### config.mk
export PLATFORM = sky130hd
export DESIGN_NAME = filt_scan
export DESIGN_NICKNAME = d
export VERILOG_FILES = /design/src/rtl/filt_scan_pkg.sv /design/src/rtl/filt_step.sv /design/src/rtl/filt_scan.sv
export SDC_FILE = /design/constraint.sdc
export NUM_CORES = 1
export LEC_CHECK = 0
export CAP_MARGIN = 20
export CORE_MARGIN = 5
export CORE_UTILIZATION = 45
export DETAILED_ROUTE_END_ITERATION = 10
export PLACE_DENSITY_LB_ADDON = 0.2
export SLEW_MARGIN = 25
export SYNTH_ARGS = -nofsm -noshare
export SYNTH_HDL_FRONTEND = slang
export SYNTH_SLANG_ARGS = --single-unit
### constraint.sdc
create_clock -name clk -period 2.65 [get_ports clk]
set_input_delay 0.6625 -clock clk [delete_from_list [all_inputs] [get_ports clk]]
set_output_delay 0.6625 -clock clk [all_outputs]
set_load 0.05 [all_outputs]
### src/rtl/filt_scan_pkg.sv
// Shared definitions for the time-multiplexed debounce scheduler filt_scan.
// State encodings of the four-state glitch filter plus a small helper.
package filt_scan_pkg;

  localparam int SW = 2;

  typedef enum logic [SW-1:0] {
    Z0 = 2'd0,
    Z1 = 2'd1,
    E0 = 2'd2,
    E1 = 2'd3
  } filt_state_t;

  // Stable (non-candidate) state that corresponds to a filtered level.
  function automatic filt_state_t stable_state(input logic level);
    if (level) begin
      return E0;
    end else begin
      return Z0;
    end
  endfunction

endpackage

### src/rtl/filt_step.sv
// Single-channel combinational evaluation step of the four-state glitch filter.
// FILT_SCAN_MASK_EN adds a mask input that parks the channel in its stable state.
module filt_step
  import filt_scan_pkg::*;
#(
  parameter int CW     = 4,
  parameter int THRESH = 9
) (
  input  filt_state_t   state,
  input  logic [CW-1:0] cnt,
  input  logic          b,
  input  logic          y,
`ifdef FILT_SCAN_MASK_EN
  input  logic          mask,
`endif
  output filt_state_t   state_nxt,
  output logic [CW-1:0] cnt_nxt,
  output logic          y_nxt,
  output logic          chg
);

  localparam logic [CW-1:0] LIMIT = CW'(THRESH);
  localparam logic [CW-1:0] ZERO  = {CW{1'b0}};
  localparam logic [CW-1:0] ONE   = {{(CW-1){1'b0}}, 1'b1};

  // Next state/count/level; the count-exceeded test outranks input reversion.
  always_comb begin
    state_nxt = state;
    cnt_nxt   = cnt;
    y_nxt     = y;
    chg       = 1'b0;
`ifdef FILT_SCAN_MASK_EN
    if (mask) begin
      state_nxt = stable_state(y);
      cnt_nxt   = ZERO;
    end else begin
`endif
    case (state)
      Z0: begin
        cnt_nxt = ZERO;
        if (b) begin
          state_nxt = Z1;
        end else begin
          state_nxt = Z0;
        end
      end
      Z1: begin
        if (cnt > LIMIT) begin
          state_nxt = E0;
          cnt_nxt   = ZERO;
          y_nxt     = 1'b1;
          chg       = (y != 1'b1);
        end else if (!b) begin
          state_nxt = Z0;
          cnt_nxt   = ZERO;
        end else begin
          cnt_nxt   = cnt + ONE;
        end
      end
      E0: begin
        cnt_nxt = ZERO;
        if (!b) begin
          state_nxt = E1;
        end else begin
          state_nxt = E0;
        end
      end
      E1: begin
        if (cnt > LIMIT) begin
          state_nxt = Z0;
          cnt_nxt   = ZERO;
          y_nxt     = 1'b0;
          chg       = (y != 1'b0);
        end else if (b) begin
          state_nxt = E0;
          cnt_nxt   = ZERO;
        end else begin
          cnt_nxt   = cnt + ONE;
        end
      end
      default: begin
        state_nxt = Z0;
        cnt_nxt   = ZERO;
      end
    endcase
`ifdef FILT_SCAN_MASK_EN
    end
`endif
  end

endmodule

### src/rtl/filt_scan.sv
// Round-robin debounce scheduler: one shared filt_step services one channel per enabled clock.
// Optional FILT_SCAN_MASK_EN adds a per-channel mask input.
module filt_scan
  import filt_scan_pkg::*;
#(
  parameter int N      = 4,
  parameter int CW     = 4,
  parameter int THRESH = 9
) (
  input  logic                                 clk,
  input  logic                                 rst,
  input  logic                                 en,
  input  logic [N-1:0]                         i,
`ifdef FILT_SCAN_MASK_EN
  input  logic [N-1:0]                         mask,
`endif
  output logic [N-1:0]                         y,
  output logic                                 chg,
  output logic [((N > 1) ? $clog2(N) : 1)-1:0] chg_idx,
  output logic                                 sweep
);

  localparam int PW = (N > 1) ? $clog2(N) : 1;
  localparam logic [PW-1:0] PTR_LAST = PW'(N - 1);
  localparam logic [PW-1:0] PTR_ZERO = {PW{1'b0}};
  localparam logic [PW-1:0] PTR_ONE  = {{(PW-1){1'b0}}, 1'b1};

  logic [PW-1:0] ptr;
  filt_state_t   st  [N];
  logic [CW-1:0] cnt [N];

  filt_state_t   st_nxt;
  logic [CW-1:0] cnt_nxt;
  logic          y_nxt;
  logic          step_chg;

  filt_step #(
    .CW     (CW),
    .THRESH (THRESH)
  ) u_step (
    .state     (st[ptr]),
    .cnt       (cnt[ptr]),
    .b         (i[ptr]),
    .y         (y[ptr]),
`ifdef FILT_SCAN_MASK_EN
    .mask      (mask[ptr]),
`endif
    .state_nxt (st_nxt),
    .cnt_nxt   (cnt_nxt),
    .y_nxt     (y_nxt),
    .chg       (step_chg)
  );

  // Pointer, serviced-channel state and registered outputs.
  always_ff @(posedge clk) begin
    if (rst) begin
      ptr     <= PTR_ZERO;
      y       <= {N{1'b0}};
      chg     <= 1'b0;
      chg_idx <= PTR_ZERO;
      sweep   <= 1'b0;
      for (int k = 0; k < N; k++) begin
        st[k]  <= Z0;
        cnt[k] <= {CW{1'b0}};
      end
    end else if (en) begin
      st[ptr]  <= st_nxt;
      cnt[ptr] <= cnt_nxt;
      y[ptr]   <= y_nxt;
      chg      <= step_chg;
      if (step_chg) begin
        chg_idx <= ptr;
      end else begin
        chg_idx <= chg_idx;
      end
      sweep <= (ptr == PTR_LAST);
      // Explicit wrap keeps non-power-of-two N in range.
      if (ptr == PTR_LAST) begin
        ptr <= PTR_ZERO;
      end else begin
        ptr <= ptr + PTR_ONE;
      end
    end else begin
      chg   <= 1'b0;
      sweep <= 1'b0;
    end
  end

endmodule

Yosys cells after proc, flatten, opt, wreduce, memory -nomap -nowiden
Memory sizes are Yosys's and may differ from the RTL's. A register that Yosys moved wholly into a read port is not among the register bits.
Index checks and enable logic that the tools add are counted.
{"block": "op_classes", "addsub": 2, "n_lt_le_gt_ge": 3, "eq_ne": 4, "n_mux": 41, "bitwise": 2, "reduce_logical": 7}
{"operator": "$mux W2", "count": 12}
{"operator": "$mux W4", "count": 5}
{"operator": "$mux W1", "count": 16}
{"operator": "$pmux W4 S3", "count": 1}
{"operator": "$pmux W2 S4", "count": 1}
{"operator": "$eq A2 B2 Y1 const B", "count": 3}
{"operator": "$reduce_or A2 Y1", "count": 3}
{"operator": "$add A4 B1 Y4 const B", "count": 1}
{"operator": "$bmux W1 S2", "count": 2}
{"operator": "$bwmux W4", "count": 1}
{"operator": "$gt A4 B4 Y1 const B", "count": 1}
{"operator": "$pmux W1 S2", "count": 2}
{"operator": "$reduce_or A4 Y1", "count": 1}
{"operator": "$lt A2 B3 Y1 const B", "count": 1}
{"operator": "$add A2 B1 Y2 const B", "count": 1}
{"operator": "$demux W1 S2", "count": 1}
{"operator": "$eq A2 B1 Y1 const B", "count": 1}
{"operator": "$ge A2 B1 Y1 const B", "count": 1}
{"operator": "$logic_not A2 Y1", "count": 1}
{"operator": "$not A1 Y1", "count": 2}
{"operator": "$reduce_and A2 Y1", "count": 1}
{"operator": "$logic_and A1 B1 Y1", "count": 1}
{"block": "word_totals", "reg_bits": 10, "ramBits": 24, "in_bits": 7, "output_inout_bits": 8, "mem_count": 2}
{"name": "cnt", "words": 4, "word_bits": 4, "rd": 1, "rd_ports_with_merged_regs": 1, "write_ports": 4, "line": "filt_scan.sv:30", "rtl": "logic [CW-1:0] cnt [N];"}
{"name": "st", "words": 4, "word_bits": 2, "rd": 1, "rd_ports_with_merged_regs": 1, "write_ports": 4, "line": "filt_scan.sv:29", "rtl": "filt_state_t st [N];"}

Longest topological paths before layout
Gate-level depths: netlist of run 1.
{"block": "depth", "ltp_word": 6, "mapped_depth": 9, "depth_no_buf": 7}

Cells and area by module
Synthesis of run 1 repeated with hierarchy kept, for this count alone.
{"block": "hier_totals", "cells_unflattened": 139, "hier_area_um2": 1823.0}
{"module": "filt_scan", "instances": 1, "cells_each": 114, "area_per_inst_um2": 1654.1, "seq_area_each_um2": 960.9}
{"module": "filt_step", "instances": 1, "cells_each": 25, "area_per_inst_um2": 168.9, "seq_area_each_um2": 0.0}

Least setup slack after synthesis of run 1
Ideal clock, no wire load.
{"block": "synth_path", "path_kind": "flip-flop to flip-flop", "startpoint": "register (tool-made name)", "endpoint": "register y[3]", "setup_ns": 0.091, "arrival_time_ns": 2.253, "path_slack_ns": 0.306, "path_stages_with_launch": 9, "period_less_slack_ns": 2.344, "path_cell_list": "dfxtp_1 -> buf_6 -> mux4_2 -> ha_1 -> o21ai_0 -> o221ai_2 -> or3_1 -> buf_2 -> a311oi_1"}
{"element": "end signal, assigned", "line": "filt_scan.sv:58", "rtl": "y <= {N{1'b0}};"}
{"element": "end signal, assigned by index", "line": "filt_scan.sv:69", "rtl": "y[ptr] <= y_nxt;"}
{"element": "end, declared", "line": "filt_scan.sv:17", "rtl": "output logic [N-1:0] y,"}

==> impl_metrics.json, run 1 <==
{
  "post-place-ws_ns": 0.172,
  "cp_top_family": "compound AO/OA/AOI/OAI gates",
  "multi_input_area_sq_um": 786,
  "grt_pass1_vias": 1334,
  "cts.htree.levels": 2,
  "critPathCaptureType": "register",
  "synth_seq_cells": 36,
  "worstHoldPathType": "register to register",
  "synthCells": 149,
  "area_delta_synth_final_pct": 20.0,
  "numClockSinks": 36,
  "synth_edf_count": 24,
  "required_ns": 2.83,
  "syn_nets": 163,
  "fp.dieW_um": 73.1,
  "synth_area_leader_cell": "edfxtp_1",
  "drv_cap": 0,
  "via_per_inst": 5.54,
  "clockBufferDepth": 2,
  "synth.avg_cell_area_sq_um": 12.0,
  "peakVddDrop_v": 0.000243,
  "gr-total-overflow": 0,
  "layout.nets": 189,
  "synth-warning-count": 0,
  "cts_tree": "built",
  "portBuffers": 14,
  "drt_wl_total_um": 3950,
  "fin_ws_ns": 0.184,
  "synth_cell_types": 30,
  "finalMaxSlewViolations": 0,
  "clock-root-buffer": "clkbuf_8",
  "fin_crit_sh": 0.931,
  "drtPass1Iterations": 4,
  "place_congestion": 0.834,
  "yosys.area_share.simple": 0.152,
  "synth_area_sq_mm": 0.00179,
  "start_util": 0.457,
  "ys_seq_area_frac": 0.537,
  "antenna_found_initial": 0,
  "synth_top_family_by_area": "simple AND/OR/NAND/NOR gates",
  "critPathArrivalTime_ns": 2.65,
  "synthTopCellsByArea": "edfxtp_1 (40%), dfxtp_1 (13%), mux4_2 (8.8%)",
  "grt_pass1_wl_um": 6740,
  "drc_errors": 0,
  "cts_buffers": 5,
  "grt_max_degree": 16,
  "setup_viol": 0,
  "wl_per_cell_um": 17.5,
  "r2r_setup_slack_ns": 0.18,
  "synth.area.mux_share": 0.132,
  "path_clk_slew_ns": 0.07,
  "p_leak_nw": 0.785,
  "gr-usage-all-layers": 0.168,
  "die_height_um": 73.1,
  "n_antenna_cell": 0,
  "rsz0062_at_grt": "yes",
  "skew_ns": 0.00794,
  "drive_gt1_frac": 0.182,
  "crit_buf_inv": 1,
  "status": "finished, final reports clean",
  "synth_flop_cell": "edfxtp_1",
  "fill_cells": 372,
  "max_freq_mhz": 405,
  "crit_chain": "mux4_2 > inv_1 > ha_1 > o21ai_0 > o221ai_2 > o21ai_0 > a311oi_1",
  "core_area_sq_mm": 0.00391,
  "whs_ns": 0.482,
  "hold_violations": 0,
  "synth_compound_area_frac": 0.0748,
  "powerDensity_mw_per_mm2": 590,
  "slew-limit-headroom": 0.665,
  "pin_count": 15,
  "synthAdderAreaFrac": 0.0490,
  "synthXorXnorAreaFrac": 0.0196,
  "rows": 23,
  "insertion_delay_ns": 0.29,
  "crit_type": "register to register",
  "critPathLaunchType": "register",
  "cts_hold_buf": 0,
  "routed-via-count": 1252,
  "cpMostUsedCell": "o21ai_0",
  "die_area_sq_mm": 0.00534,
  "detail-route-antenna-nets": 0,
  "cp_slowest_cell": "mux4_2",
  "crit_path_max_fanout": 8,
  "detail_route.iter0.violations": 77,
  "async_flop_share": 0,
  "synth_top_cell_area_share": 0.403,
  "cpPeakStageDelay_ns": 0.56,
  "min_period_ns": 2.47,
  "tightest_slew_ns": 0.498,
  "hpwl_um": 2910,
  "regArea_sq_um": 961
}
==> synthesized netlist by cell type, types with 4 or more instances <==
cell type and n:
a21oi_1 5, a311oi_1 4, and2_1 5, clkbuf_1 4, dfxtp_1 12, edfxtp_1 24
ha_1 7, inv_1 7, mux4_2 7, nand2b_1 6, nand4_1 4, nor2_1 28
nor3_1 4, o21ai_0 4
==> tightest hold or removal path, stage by stage, from the launching register on <==
cell and delay, ns:
dfxtp_1 0.31, nand2b_1 0.06, mux2i_1 0.06
==> sequential cells by signal, indices dropped and copies added, names as in the netlist, named ones only <==
register	cells
chg	1
chg_idx	2
cnt	16
ptr	2
st	8
sweep	1
y	4
==> kinds of logic after synthesis <==
logic type	Yosys count
AND/OR/NAND/NOR	56
adder cells (fa/ha/maj)	7
multiplexers	13
flip-flops	36
buffers and inverters	14
AO/OA/AOI/OAI	19
XOR/XNOR	4
==> power by group <==
part	leakage (nW)	internal [mW]	total, mW	switching, mW
clock	0.0422	0.184	0.370	0.186
combinational	0.393	0.0998	0.248	0.148
sequential	0.350	0.632	0.649	0.0170
total	0.785	0.917	1.27	0.351
==> through the flow <==
| stage | TNS, ns | util | power, mW | std cells | cell area (sq um) |
|---|---|---|---|---|---|
| 2_1_floorplan | 0 | - | 0.817 | 149 | 1790 |
| 3_3_place_gp | 0 | 0.519 | 0.889 | 216 | 2030 |
| 3_5_place_dp | 0 | 0.519 | 0.896 | 216 | 2030 |
| 4_1_cts | 0 | 0.540 | 1.26 | 224 | 2110 |
| 5_1_grt | -0.0176 | 0.549 | 1.33 | 226 | 2150 |
| 6_report | 0 | 0.549 | 1.27 | 226 | 2150 |
==> area by class of cell <==
class | instances | area share
Tap cell | 50 | 0.0291
Clock inverter | 1 | 0.00233
Timing Repair Buffer | 26 | 0.107
Clock buffer | 7 | 0.0355
Sequential cell | 36 | 0.448
Inverter | 7 | 0.0122
Multi-Input combinational cell | 99 | 0.366
==> placed cells by master, fill, tap and decap left out, drive strengths merged, types with 2 or more instances in the layout <==
| cell type | Yosys | routed |
|---|---|---|
| a21o | 2 | 2 |
| a21oi | 5 | 5 |
| a311oi | 4 | 4 |
| and2 | 5 | 5 |
| buf | 3 | 12 |
| clkbuf | 4 | 7 |
| clkdlybuf4s50 | 0 | 14 |
| dfxtp | 12 | 12 |
| edfxtp | 24 | 24 |
| ha | 7 | 7 |
| inv | 7 | 7 |
| mux2 | 2 | 2 |
| mux2i | 3 | 3 |
| mux4 | 8 | 8 |
| nand2 | 3 | 3 |
| nand2b | 6 | 6 |
| nand4 | 4 | 4 |
| nor2 | 28 | 28 |
| nor3 | 4 | 4 |
| nor4 | 4 | 4 |
| o21ai | 4 | 4 |
| o21bai | 2 | 2 |
| xor2 | 3 | 3 |
==> final timing paths <==
path / cells after the start / to / startpoint
worst max register to register: 7 / y[1] / register
worst min register to register: 2 / chg_idx[1] / chg_idx[1]
worst max-delay path: 7 / y[1] / register
worst min-delay path: 2 / chg_idx[1] / chg_idx[1]
==> per-layer routing <==
metal | routed length [um] | vias to the layer above | global-route usage
li1 | - | 597 | -
met1 | 1730 | 615 | 0.208
met2 | 2030 | 32 | 0.290
met3 | 129 | 8 | 0.0413
met4 | 56 | 0 | 0.0492
met5 | 0 | - | 0
==> what timing repair did <==
action,CTS,global route
setup endpoints to repair,0,9
setup buffers,0,2
gates resized for setup,0,3
hold endpoints to repair,0,0
(Power assumes the default switching activity.)
==> run 2: changes to the inputs <==
Settings changed: CORE_ASPECT_RATIO from default to 1.4, CORE_UTILIZATION 45 to 50.
==> run 2 against run 1 <==
  * Fmax down 1.5%
  * Clock skew fell by 0.0059 ns
  * Combinational power is essentially flat
  * Critical path type unchanged
  * Total power increased by 0.37%
  * Via count up 1.8%
  * Sequential cell count unchanged
  * Final cell count down 4.0%
  * Wire length down 1.5%
  * Setup slack worse by 0.037 ns
  * Critical path depth decreased by 1
  * First-iteration DRC count decreased by 29%
==> impl_metrics.json, run 2 (same netlist as run 1, synthesis figures left out) <==
{
  "clock-root-buffer": "clkbuf_8",
  "rsz0062_at_grt": "yes",
  "cts.htree.levels": 2,
  "cts_buffers": 5,
  "worstHoldPathType": "register to register",
  "crit_type": "register to register",
  "drv_cap": 0,
  "fin_tns_setup_ns": 0,
  "portBuffers": 14,
  "detail_route.iter0.violations": 55,
  "clkPwrFrac": 0.297,
  "layout_common_cells": "nor2_1 (28), edfxtp_1 (24), clkdlybuf4s50_1 (14)",
  "hpwl_um": 2980,
  "pwr-share-comb": 0.193,
  "gr-usage-all-layers": 0.187,
  "hold_depth": 2,
  "p_leak_nw": 0.794,
  "status": "finished, final reports clean",
  "drc_errors": 0,
  "cpPeakStageDelay_ns": 0.62,
  "p_sw_uw": 355,
  "fin_crit_sh": 0.945,
  "numClockSinks": 36,
  "detail-route-antenna-nets": 0,
  "critPathCaptureType": "register",
  "grt_pass1_wl_um": 6380,
  "via_per_inst": 5.87,
  "core_area_sq_mm": 0.00341,
  "total_power_mw": 1.27,
  "min_period_ns": 2.50,
  "r2r_setup_slack_ns": 0.15,
  "clockBufferDepth": 2,
  "powerDensity_mw_per_mm2": 596,
  "start_util": 0.525,
  "cp_top_family": "compound AO/OA/AOI/OAI gates",
  "insertion_delay_ns": 0.29,
  "wl_per_cell_um": 17.9,
  "drive_gt1_frac": 0.192,
  "grt_pass1_vias": 1347,
  "required_ns": 2.79,
  "post_cts_buffers": 0,
  "cp_slowest_cell": "mux4_2",
  "critPathLaunchType": "register",
  "area_delta_synth_final_pct": 19.2,
  "routed-via-count": 1274,
  "antenna_found_initial": 0,
  "finalMaxSlewViolations": 0,
  "crit_path_max_fanout": 8,
  "cp.depth": 6,
  "setup_viol": 0,
  "hold_violations": 0,
  "cpMostUsedCell": "o21ai_0",
  "fp.dieW_um": 60.6,
  "cts_tree": "built",
  "path_clk_slew_ns": 0.07,
  "critPathArrivalTime_ns": 2.65,
  "mostFrequentLayoutCell": "nor2_1",
  "die_area_sq_mm": 0.00489,
  "gr-total-overflow": 0,
  "largest_reg_flops": 16,
  "reg.largest.list": "cnt x16, st x8, y x4",
  "crit_chain": "mux4_2 > ha_1 > o21ai_0 > o221ai_2 > o21ai_0 > a311oi_1",
  "place_congestion": 0.797,
  "p_seq_frac": 0.511,
  "skew_ns": 0.00203,
  "grt_max_degree": 13,
  "peakVddDrop_v": 0.000342,
  "die_height_um": 80.8,
  "drt_wl_total_um": 3900,
  "tightest_slew_ns": 0.550,
  "crit_buf_inv": 0,
  "max_freq_mhz": 399,
  "rows": 25,
  "n_antenna_cell": 0,
  "pin_count": 15,
  "top_register": "cnt",
  "p_int_uw": 917,
  "drtPass1Iterations": 4,
  "p_sw_frac": 0.279,
  "reg2regPathDepth": 6,
  "finalCoreUtilization": 0.626,
  "layout.nets": 190,
  "slew-limit-headroom": 0.629,
  "whs_ns": 0.481,
  "fill_cells": 276
}
run 2: cell types whose count changed in the layout (fill, tap and decap cells not counted):
| cell | delta |
|---|---|
| clkinv_2 | +1 |
| clkbuf_1 | -2 |
| clkinv_4 | +1 |
| nor4_4 | -1 |
| buf_4 | +1 |
| nor4_1 | +1 |
run 2: cell type report:
class	count	area, sq um	share of cell area
clock buffer	5	68.8	0.0323
tap	40	50.0	0.0235
multi-input combinational	99	771	0.361
sequential	36	961	0.450
clock inverter	3	18.8	0.00880
timing repair buffer	27	238	0.111
inverter	7	26.3	0.0123
run 2: final timing paths:
kind,start,endpoint
min,chg_idx[1],chg_idx[1]
min reg2reg,chg_idx[1],chg_idx[1]
max,register,y[2]
max reg2reg,register,y[2]
run 2: metrics by stage:
stage | worst slack [ns] | std cells | instance area [sq um]
2_1_floorplan | 0.306 | 149 | 1790
3_3_place_gp | 0.219 | 209 | 2040
3_5_place_dp | 0.0888 | 209 | 2040
4_1_cts | 0.0881 | 217 | 2130
5_1_grt | -0.00684 | 217 | 2130
6_report | 0.146 | 217 | 2130
run 2: worst min-delay path: stages (launching register included):
cell	delay, ns
dfxtp_1	0.31
nand2b_1	0.06
mux2i_1	0.06
run 2: layer usage:
metal,GRT usage,wire length [um]
met1,0.190,1460
met4,0.124,209
met2,0.329,2070
met5,0,0
met3,0.0477,147
run 2: what timing repair did:
| item | in CTS | in global routing |
|---|---|---|
| hold endpoints to repair | 0 | 0 |
| endpoints found under the setup margin | 0 | 3 |
| hold buffers | 0 | 0 |
| resized for setup | 0 | 1 |
run 2: power groups by stage:
stage          logic, mW  registers (mW)  clock network, mW
2_1_floorplan      0.149           0.667                  0
3_3_place_gp       0.237           0.661                  0
3_5_place_dp       0.243           0.662                  0
4_1_cts            0.244           0.650              0.383
5_1_grt            0.264           0.653              0.419
6_report           0.245           0.649              0.377
==> run 3: changes to the inputs <==
Settings changed: DONT_BUFFER_PORTS from default to 1.
==> run 3 against run 2 <==
  * Clock power is 24% higher
  * Via count fell by 5.5%
  * Register-to-register slack barely moved
  * Core utilization is 3.9 points lower
  * Clock-buffer cell count rose by 1
  * Final cell count down 7.4%
  * Sequential cell count is the same
  * Global-route usage is 1.0 points lower
  * Critical endpoint is now chg_idx[0]
  * Largest power group unchanged
==> impl_metrics.json, run 3 (same netlist as run 1, synthesis figures left out) <==
{
  "status": "finished, final reports clean",
  "slew-limit-headroom": 0.506,
  "largest_reg_flops": 16,
  "fin_tns_setup_ns": 0,
  "place_congestion": 0.780,
  "die_area_sq_mm": 0.00489,
  "drive_gt1_frac": 0.186,
  "tightest_slew_ns": 0.739,
  "via_per_inst": 5.99,
  "path_clk_slew_ns": 0.07,
  "wl_per_cell_um": 19.1,
  "top_register": "cnt",
  "insertion_delay_ns": 0.29,
  "layout_common_cells": "nor2_1 (28), edfxtp_1 (24), dfxtp_1 (12)",
  "critPathArrivalTime_ns": 2.72,
  "placed_area_sq_mm": 0.00186,
  "peakVddDrop_v": 0.000586,
  "drt_wl_total_um": 3850,
  "hold_depth": 1,
  "routed-via-count": 1204,
  "setup_viol": 0,
  "cts_buffers": 5,
  "core_area_sq_mm": 0.00341,
  "powerDensity_mw_per_mm2": 671,
  "gr-usage-all-layers": 0.177,
  "clock-root-buffer": "clkbuf_8",
  "n_antenna_cell": 0,
  "gr-total-overflow": 0,
  "stdcell_count": 201,
  "total_power_mw": 1.34,
  "cts.htree.levels": 2,
  "design_area_sq_mm": 0.00200,
  "placedCellCount": 190,
  "fin_ws_ns": 0.144,
  "hold_violations": 0,
  "fp.dieW_um": 60.6,
  "drc_errors": 0,
  "critPathLaunchType": "register",
  "critPathCaptureType": "register",
  "start_util": 0.525,
  "reg2regPathDepth": 6,
  "max_freq_mhz": 399,
  "fin_crit_sh": 0.946,
  "drtPass1Iterations": 4,
  "skew_ns": 0.00417,
  "detail-route-antenna-nets": 0,
  "crit_type": "register to register",
  "reg.largest.list": "cnt x16, st x8, y x4",
  "pin_count": 15,
  "mostFrequentLayoutCell": "nor2_1",
  "die_height_um": 80.8,
  "detail_route.iter0.violations": 51,
  "clockBufferDepth": 2,
  "grt_pass1_wl_um": 6000,
  "cts_tree": "built",
  "post-place-ws_ns": 0.105,
  "required_ns": 2.87,
  "grt_pass1_vias": 1191,
  "area_delta_synth_final_pct": 11.7,
  "hpwl_um": 2830,
  "layout.nets": 174,
  "antenna_found_initial": 0,
  "crit_path_max_fanout": 4,
  "rows": 25,
  "p_leak_nw": 0.735,
  "drv_cap": 0,
  "numClockSinks": 36,
  "portBuffers": 0,
  "grt_max_degree": 17,
  "worstHoldPathType": "primary input to register",
  "min_period_ns": 2.51,
  "finalMaxSlewViolations": 0
}
## run 3: critical path, stage by stage, from the launching register on
cell and delay, ns:
dfxtp_1 0.44, mux4_2 0.56, ha_1 0.21, o21bai_1 0.24
o221ai_1 0.26, nor4_2 0.49, mux2i_1 0.23
## run 3: report_power, final
part           internal, mW  switching [mW]
clock network         0.279           0.187
registers             0.633          0.0309
logic                0.0875           0.125
## run 3: worst paths after layout
check / startpoint / end / slack (ns)
max: register / chg_idx[0] / 0.14
min: rst / y[1] / 0.44
max reg2reg: register / chg_idx[0] / 0.14
min reg2reg: ptr[1] / chg_idx[1] / 0.66
## run 3: metrics by stage
stage                     utilization  hold WS (ns)
final                           0.586         0.444
after global routing            0.586         0.427
after CTS                       0.578         0.429
after detailed placement        0.546         0.661
after global placement          0.546         0.651
after floorplan                     -         0.662
## run 3: timing repair
action | in CTS | in global routing
hold buffers | 0 | 0
buffers inserted | 0 | 2
setup endpoints to repair | 0 | 14
gates resized for setup | 0 | 2
## run 3: final cells by class
| class | count | area (sq um) |
|---|---|---|
| clock buffers | 6 | 72.6 |
| clock inverters | 2 | 35.0 |
| inverters | 7 | 26.3 |
| fillers | 285 | 1410 |
| multi-input cells | 100 | 779 |
| flip-flops and latches | 36 | 961 |
| well taps | 40 | 50.0 |
| repair buffers | 10 | 75.1 |
## run 3: routing by layer
metal,part of all wire,global-route usage
met2,0.53,0.306
met1,0.36,0.187
met4,0.047,0.111
met5,0,0
met3,0.069,0.0461
